File: src/rtl/alu_pkg.sv
// Shared definitions for the add_subtract issuer: opcodes, FSM states,
// flag bit positions and the supported-opcode decoder.
package alu_pkg;

    localparam int OP_WIDTH = 4;

    localparam logic [OP_WIDTH-1:0] OP_NOP = 4'b0000;
    localparam logic [OP_WIDTH-1:0] OP_ADD = 4'b0001;
    localparam logic [OP_WIDTH-1:0] OP_SUB = 4'b0010;

    localparam int FLAG_N = 3;
    localparam int FLAG_Z = 2;
    localparam int FLAG_C = 1;
    localparam int FLAG_V = 0;

    typedef enum logic [1:0] {
        IDLE  = 2'd0,
        DRIVE = 2'd1,
        RESP  = 2'd2
    } state_t;

    function automatic logic is_supported(
        input logic [OP_WIDTH-1:0] op
    );
        logic ok;
        ok = 1'b0;
        unique case (1'b1)
            (op == OP_ADD): ok = 1'b1;
            (op == OP_SUB): ok = 1'b1;
            default:        ok = 1'b0;
        endcase
        return ok;
    endfunction

endpackage

File: src/rtl/alu_latency_counter.sv
// Load/decrement latency counter; done is high while the count is zero.
// Ports: clock, reset_n (sync, active-low), load, load_value, dec, count, done.
module alu_latency_counter #(
    parameter int CW = 4
) (
    input  logic          clock,
    input  logic          reset_n,
    input  logic          load,
    input  logic [CW-1:0] load_value,
    input  logic          dec,
    output logic [CW-1:0] count,
    output logic          done
);

    always_ff @(posedge clock) begin
        if (!reset_n) begin
            count <= '0;
        end else if (load) begin
            count <= load_value;
        end else if (dec && (count != '0)) begin
            count <= count - 1'b1;
        end
    end

    assign done = (count == '0);

endmodule

File: src/rtl/alu_op_issuer.sv
// Issues one command at a time to add_subtract and returns its result.
// Ports: clock, reset_n, cmd_* (valid/ready in), alu_* (to/from ALU),
// rsp_* (valid/ready out), busy. ALU_ISSUER_FLAGS_EN adds rsp_flags.
module alu_op_issuer #(
    parameter int WIDTH       = 4,
    parameter int OP_WIDTH    = 4,
    parameter int ALU_LATENCY = 1
) (
    input  logic                clock,
    input  logic                reset_n,
    input  logic                cmd_valid,
    output logic                cmd_ready,
    input  logic [OP_WIDTH-1:0] cmd_op,
    input  logic [WIDTH-1:0]    cmd_a,
    input  logic [WIDTH-1:0]    cmd_b,
    output logic [OP_WIDTH-1:0] alu_op,
    output logic [WIDTH-1:0]    alu_a,
    output logic [WIDTH-1:0]    alu_b,
    input  logic [WIDTH-1:0]    alu_result,
    output logic                rsp_valid,
    input  logic                rsp_ready,
    output logic [WIDTH-1:0]    rsp_result,
    output logic                rsp_err,
`ifdef ALU_ISSUER_FLAGS_EN
    output logic [3:0]          rsp_flags,
`endif
    output logic                busy
);

    import alu_pkg::*;

    localparam int CW = 4;
    localparam logic [CW-1:0] LAT = CW'(ALU_LATENCY);

    state_t state;

    logic          accept;
    logic          legal;
    logic          cnt_load;
    logic          cnt_dec;
    logic [CW-1:0] cnt;
    logic          cnt_done;

    assign cmd_ready = (state == IDLE);
    assign busy      = (state != IDLE);
    assign accept    = cmd_valid && cmd_ready;
    assign legal     = is_supported(cmd_op);
    assign cnt_load  = accept && legal;
    assign cnt_dec   = (state == DRIVE);

    // Operands are registered at accept, so the ALU sees them one cycle
    // later; the counter then runs LAT more cycles before capture.
    alu_latency_counter #(.CW(CW)) u_cnt (
        .clock      (clock),
        .reset_n    (reset_n),
        .load       (cnt_load),
        .load_value (LAT),
        .dec        (cnt_dec),
        .count      (cnt),
        .done       (cnt_done)
    );

`ifdef ALU_ISSUER_FLAGS_EN
    function automatic logic [3:0] calc_flags(
        input logic [OP_WIDTH-1:0] op,
        input logic [WIDTH-1:0]    a,
        input logic [WIDTH-1:0]    b
    );
        logic [WIDTH:0] s;
        logic           v;
        logic [3:0]     f;
        if (op == OP_SUB) begin
            // C is the carry of a + ~b + 1, i.e. no-borrow
            s = {1'b0, a} + {1'b0, ~b} + {{WIDTH{1'b0}}, 1'b1};
            v = (a[WIDTH-1] != b[WIDTH-1]) &&
                (s[WIDTH-1] != a[WIDTH-1]);
        end else begin
            s = {1'b0, a} + {1'b0, b};
            v = (a[WIDTH-1] == b[WIDTH-1]) &&
                (s[WIDTH-1] != a[WIDTH-1]);
        end
        f         = '0;
        f[FLAG_N] = s[WIDTH-1];
        f[FLAG_Z] = (s[WIDTH-1:0] == '0);
        f[FLAG_C] = s[WIDTH];
        f[FLAG_V] = v;
        return f;
    endfunction
`endif

    always_ff @(posedge clock) begin
        if (!reset_n) begin
            state      <= IDLE;
            alu_op     <= OP_NOP;
            alu_a      <= '0;
            alu_b      <= '0;
            rsp_valid  <= 1'b0;
            rsp_result <= '0;
            rsp_err    <= 1'b0;
`ifdef ALU_ISSUER_FLAGS_EN
            rsp_flags  <= '0;
`endif
        end else begin
            case (state)
                IDLE: begin
                    if (accept) begin
                        if (legal) begin
                            alu_op <= cmd_op;
                            alu_a  <= cmd_a;
                            alu_b  <= cmd_b;
                            state  <= DRIVE;
                        end else begin
                            rsp_result <= '0;
                            rsp_err    <= 1'b1;
                            rsp_valid  <= 1'b1;
`ifdef ALU_ISSUER_FLAGS_EN
                            rsp_flags  <= '0;
`endif
                            state      <= RESP;
                        end
                    end
                end
                DRIVE: begin
                    if (cnt_done) begin
                        rsp_result <= alu_result;
                        rsp_err    <= 1'b0;
                        rsp_valid  <= 1'b1;
`ifdef ALU_ISSUER_FLAGS_EN
                        rsp_flags  <= calc_flags(alu_op, alu_a, alu_b);
`endif
                        state      <= RESP;
                    end
                end
                RESP: begin
                    if (rsp_ready) begin
                        rsp_valid <= 1'b0;
                        alu_op    <= OP_NOP;
                        state     <= IDLE;
                    end
                end
                default: begin
                    state <= IDLE;
                end
            endcase
        end
    end

endmodule
File: config.mk
export PLATFORM = sky130hd
export DESIGN_NAME = alu_op_issuer
export DESIGN_NICKNAME = d
export VERILOG_FILES = /design/src/rtl/alu_pkg.sv /design/src/rtl/alu_latency_counter.sv /design/src/rtl/alu_op_issuer.sv
export SDC_FILE = /design/constraint.sdc
export NUM_CORES = 1
export LEC_CHECK = 0
export CAP_MARGIN = 20
export CELL_PAD_IN_SITES_DETAIL_PLACEMENT = 0
export CELL_PAD_IN_SITES_GLOBAL_PLACEMENT = 1
export CORE_MARGIN = 4
export CORE_UTILIZATION = 28
export CTS_CLUSTER_SIZE = 24
export DETAILED_ROUTE_END_ITERATION = 10
export HOLD_SLACK_MARGIN = 0.05
export PLACE_DENSITY = 0.7
export SYNTH_ARGS = -nofsm -noshare
export SYNTH_HDL_FRONTEND = slang
export SYNTH_SLANG_ARGS = --single-unit
File: constraint.sdc
create_clock -name clock -period 1.37 [get_ports clock]
set_input_delay 0.274 -clock clock [delete_from_list [all_inputs] [get_ports clock]]
set_output_delay 0.274 -clock clock [all_outputs]
set_load 0.005 [all_outputs]
==> results of run 1 <==
[layout by cell type, fill, tap and decap left out, types with 3 or more instances in the layout]
master and count:
inv_2 3, dfxtp_1 14, nor2_1 8, buf_4 23
and2_4 3, a21oi_1 8, nand2_1 12, dfxtp_2 8
buf_6 3, dlygate4sd2_1 21, clkbuf_8 3, a211oi_2 4
nand3_1 8, clkdlybuf4s50_1 16, o21ai_2 9, a21oi_2 7
[final cells by class]
class	instances	area, um2
clock buffer	3	41.3
inverter	4	15.0
timing repair buffer	65	573
fill	392	1870
multi-input combinational	92	689
sequential	24	498
tap	48	60.1
[flip-flops by register name (all words and copies together) (netlist names)]
| signal | flops |
|---|---|
| rsp_err | 1 |
| u_cnt.count | 4 |
| alu_op | 4 |
| alu_a | 4 |
| rsp_valid | 1 |
| rsp_result | 4 |
| state | 2 |
| alu_b | 4 |
[cells in the mapped netlist (2+ instances only)]
| master | instances | area [um2] |
|---|---|---|
| inv_1 | 3 | 11.3 |
| and3_1 | 2 | 12.5 |
| o21ai_0 | 3 | 15.0 |
| nand3b_1 | 2 | 15.0 |
| nor2_1 | 10 | 37.5 |
| nand3_1 | 8 | 40.0 |
| o21ai_2 | 9 | 78.8 |
| a211oi_1 | 5 | 37.5 |
| nor3_1 | 2 | 10.0 |
| buf_6 | 3 | 33.8 |
| mux2i_1 | 2 | 20.0 |
| nand2_1 | 13 | 48.8 |
| clkbuf_1 | 2 | 7.51 |
| dfxtp_1 | 24 | 480 |
| a21oi_1 | 15 | 75.1 |
[kinds of logic (layout without fill, tap and decap cells)]
group | Yosys count | in the layout
buf+inv | 10 | 72
mux | 2 | 2
flops | 24 | 24
simple gates | 51 | 52
xor+xnor | 2 | 2
compound gates | 35 | 35
fa+ha+maj | 1 | 1
[power groups by stage]
| stage | clock network [mW] | registers, mW | logic (mW) |
|---|---|---|---|
| after global routing | 0.453 | 0.732 | 0.361 |
| after floorplan | 0 | 0.745 | 0.114 |
| after global placement | 0 | 0.748 | 0.274 |
| after detailed placement | 0 | 0.749 | 0.280 |
| after CTS | 0.433 | 0.729 | 0.309 |
| final | 0.423 | 0.729 | 0.332 |
[final timing paths]
check            start         to  slack [ns]  cells past startpoint
max           state[1]  alu_op[1]        0.02                      5
min          alu_op[0]  alu_op[0]        0.47                      2
min reg2reg  alu_op[0]  alu_op[0]        0.47                      2
max reg2reg   state[1]  alu_op[1]        0.02                      5
[critical path: stages (launching register included)]
cell and delay (ns):
dfxtp_4 0.37, buf_6 0.13, or3b_4 0.39, nor3_4 0.15, nand3b_1 0.11, a21oi_1 0.13
[timing repair]
action / CTS / global route
gates resized for setup: 54 / 17
endpoints found under the setup margin: 41 / 15
buffers inserted: 1 / 3
cloned: 1 / 0
pin swaps: 7 / 11
[metrics by stage]
step / power [mW] / hold WS [ns]
after CTS: 1.47 / 0.470
after global routing: 1.55 / 0.497
after detailed placement: 1.03 / 0.462
after global placement: 1.02 / 0.456
after floorplan: 0.859 / 0.418
final: 1.48 / 0.468
[layer usage]
metal | vias up | track usage, %
met1 | 533 | 14.5
met5 | - | 0
li1 | 566 | -
met3 | 5 | 3.27
met2 | 24 | 23.2
met4 | 0 | 3.34
==> out/metrics.csv, run 1 <==
metric,value,unit
DRT Pass-1 Iters,4,
largest family of logic cells by synthesized area,simple AND/OR/NAND/NOR gates,
CORE AREA,3740,um2
Synth Area in XOR/XNOR,1.58,%
mux share of post-synthesis cell area,1.80,%
combinational power share,22.3,%
"Clk Latency, worst-skew pair",0.27,ns
# placed instances,228,
row count,22,
Slew @ Worst Pin,0.376,ns
Yosys Warn Count,0,
Final Hold Viols,0,
#FFs+latches synth,24,
Final setup viols,0,
routed len/inst,13.3,um
"Core Util, Final",50.1,%
total gr overflow,0,
overall die area,5040,um2
"IR drop worst, VDD",0.437,mV
hold crit path type,flip-flop to flip-flop,
IO Port Bufs,39,
Final Instance Area,1880,um2
Routed Antenna Nets,0,
Synth Cell Area,1110,um2
hold_buf cts,0,
sw frac,26.2,%
WL met3,150,um
fin worst setup slack,0.0231,ns
CTS Sinks,24,
vias in the first global route,1176,
initial antenna violation count,0,
Final Max Slew Viols,0,
WP data required,1.57,ns
period utilisation layout,98.3,%
post-route setup TNS,0,ns
total track usage,12.7,%
PwrDens,791,nW/um2
count of cell types in the netlist,37,
fin cells,236,
Crit Path Max Fanout,8,
WL met2,1630,um
simple-gate share of the synthesized area,25.9,%
Max transition margin,74.8,%
CTS Buffer Depth,2,
Starting Density,29.7,%
Post-synth EDFFs,0,
Compound-Gate Fraction of Synth Area,20.8,%
"Seq/Total Area, Yosys",43.2,%
Worst EP arrival,1.54,ns
via count,1128,
DR top layer,met4,
Period minus WS final,1.35,ns
initial detailed-routing violation count,25,
drt drc,0,
post-placement cell area,1680,um2
share of layout cells above drive strength 1,42.0,%
P&R area growth vs syn,68.9,%
dpl hpwl,2280,um
Async SR Flop Fraction,0,%
leakage,0.812,nW
sw power,0.388,mW
Die Ht,71.0,um
met1 wire length,1330,um
Post-layout nets,211,
routability cong.,0.789,
kind of critical path,flip-flop to flip-flop,
CTS tree,yes,
drt via density,4.78,
ant diodes,0,
top_reg_cell synth,dfxtp_1,
largest net degree at the start of global routing,17,
I/O pins,40,
Crit. End Element,flip-flop,
"Net Count, Synth",146,
Die X,71.0,um
Clock power frac,28.5,%
RSZ-0062 raised after global routing,true,
fmax,742,MHz
Max Clock Skew,0.00662,ns
Mean Syn Cell Area,8.89,um2
startpoint types,flip-flop,
Reg power frac,49.1,%
CTS H-tree depth,1,
Internal,1.10,mW
synthesized instance count,125,
Adder-Cell Fraction of Synth Area,1.13,%
CTS Buf Count,3,
maxcap violations,0,
first-pass GRT wire length,5280,um
Routed Wire Length,3140,um
status,finished clean,
Root Driver,clkbuf_8,
"Clk pin slew, worst setup/hold paths",0.09,ns
post-placement worst setup slack,-0.397,ns
No activity file was read; power rests on OpenSTA's default activity.
==> inputs of run 2 (changes only) <==
SLEW_MARGIN = 30   (was default)
==> results of run 2 <==
Final layout, timing and power as in run 1 (identical DEF).
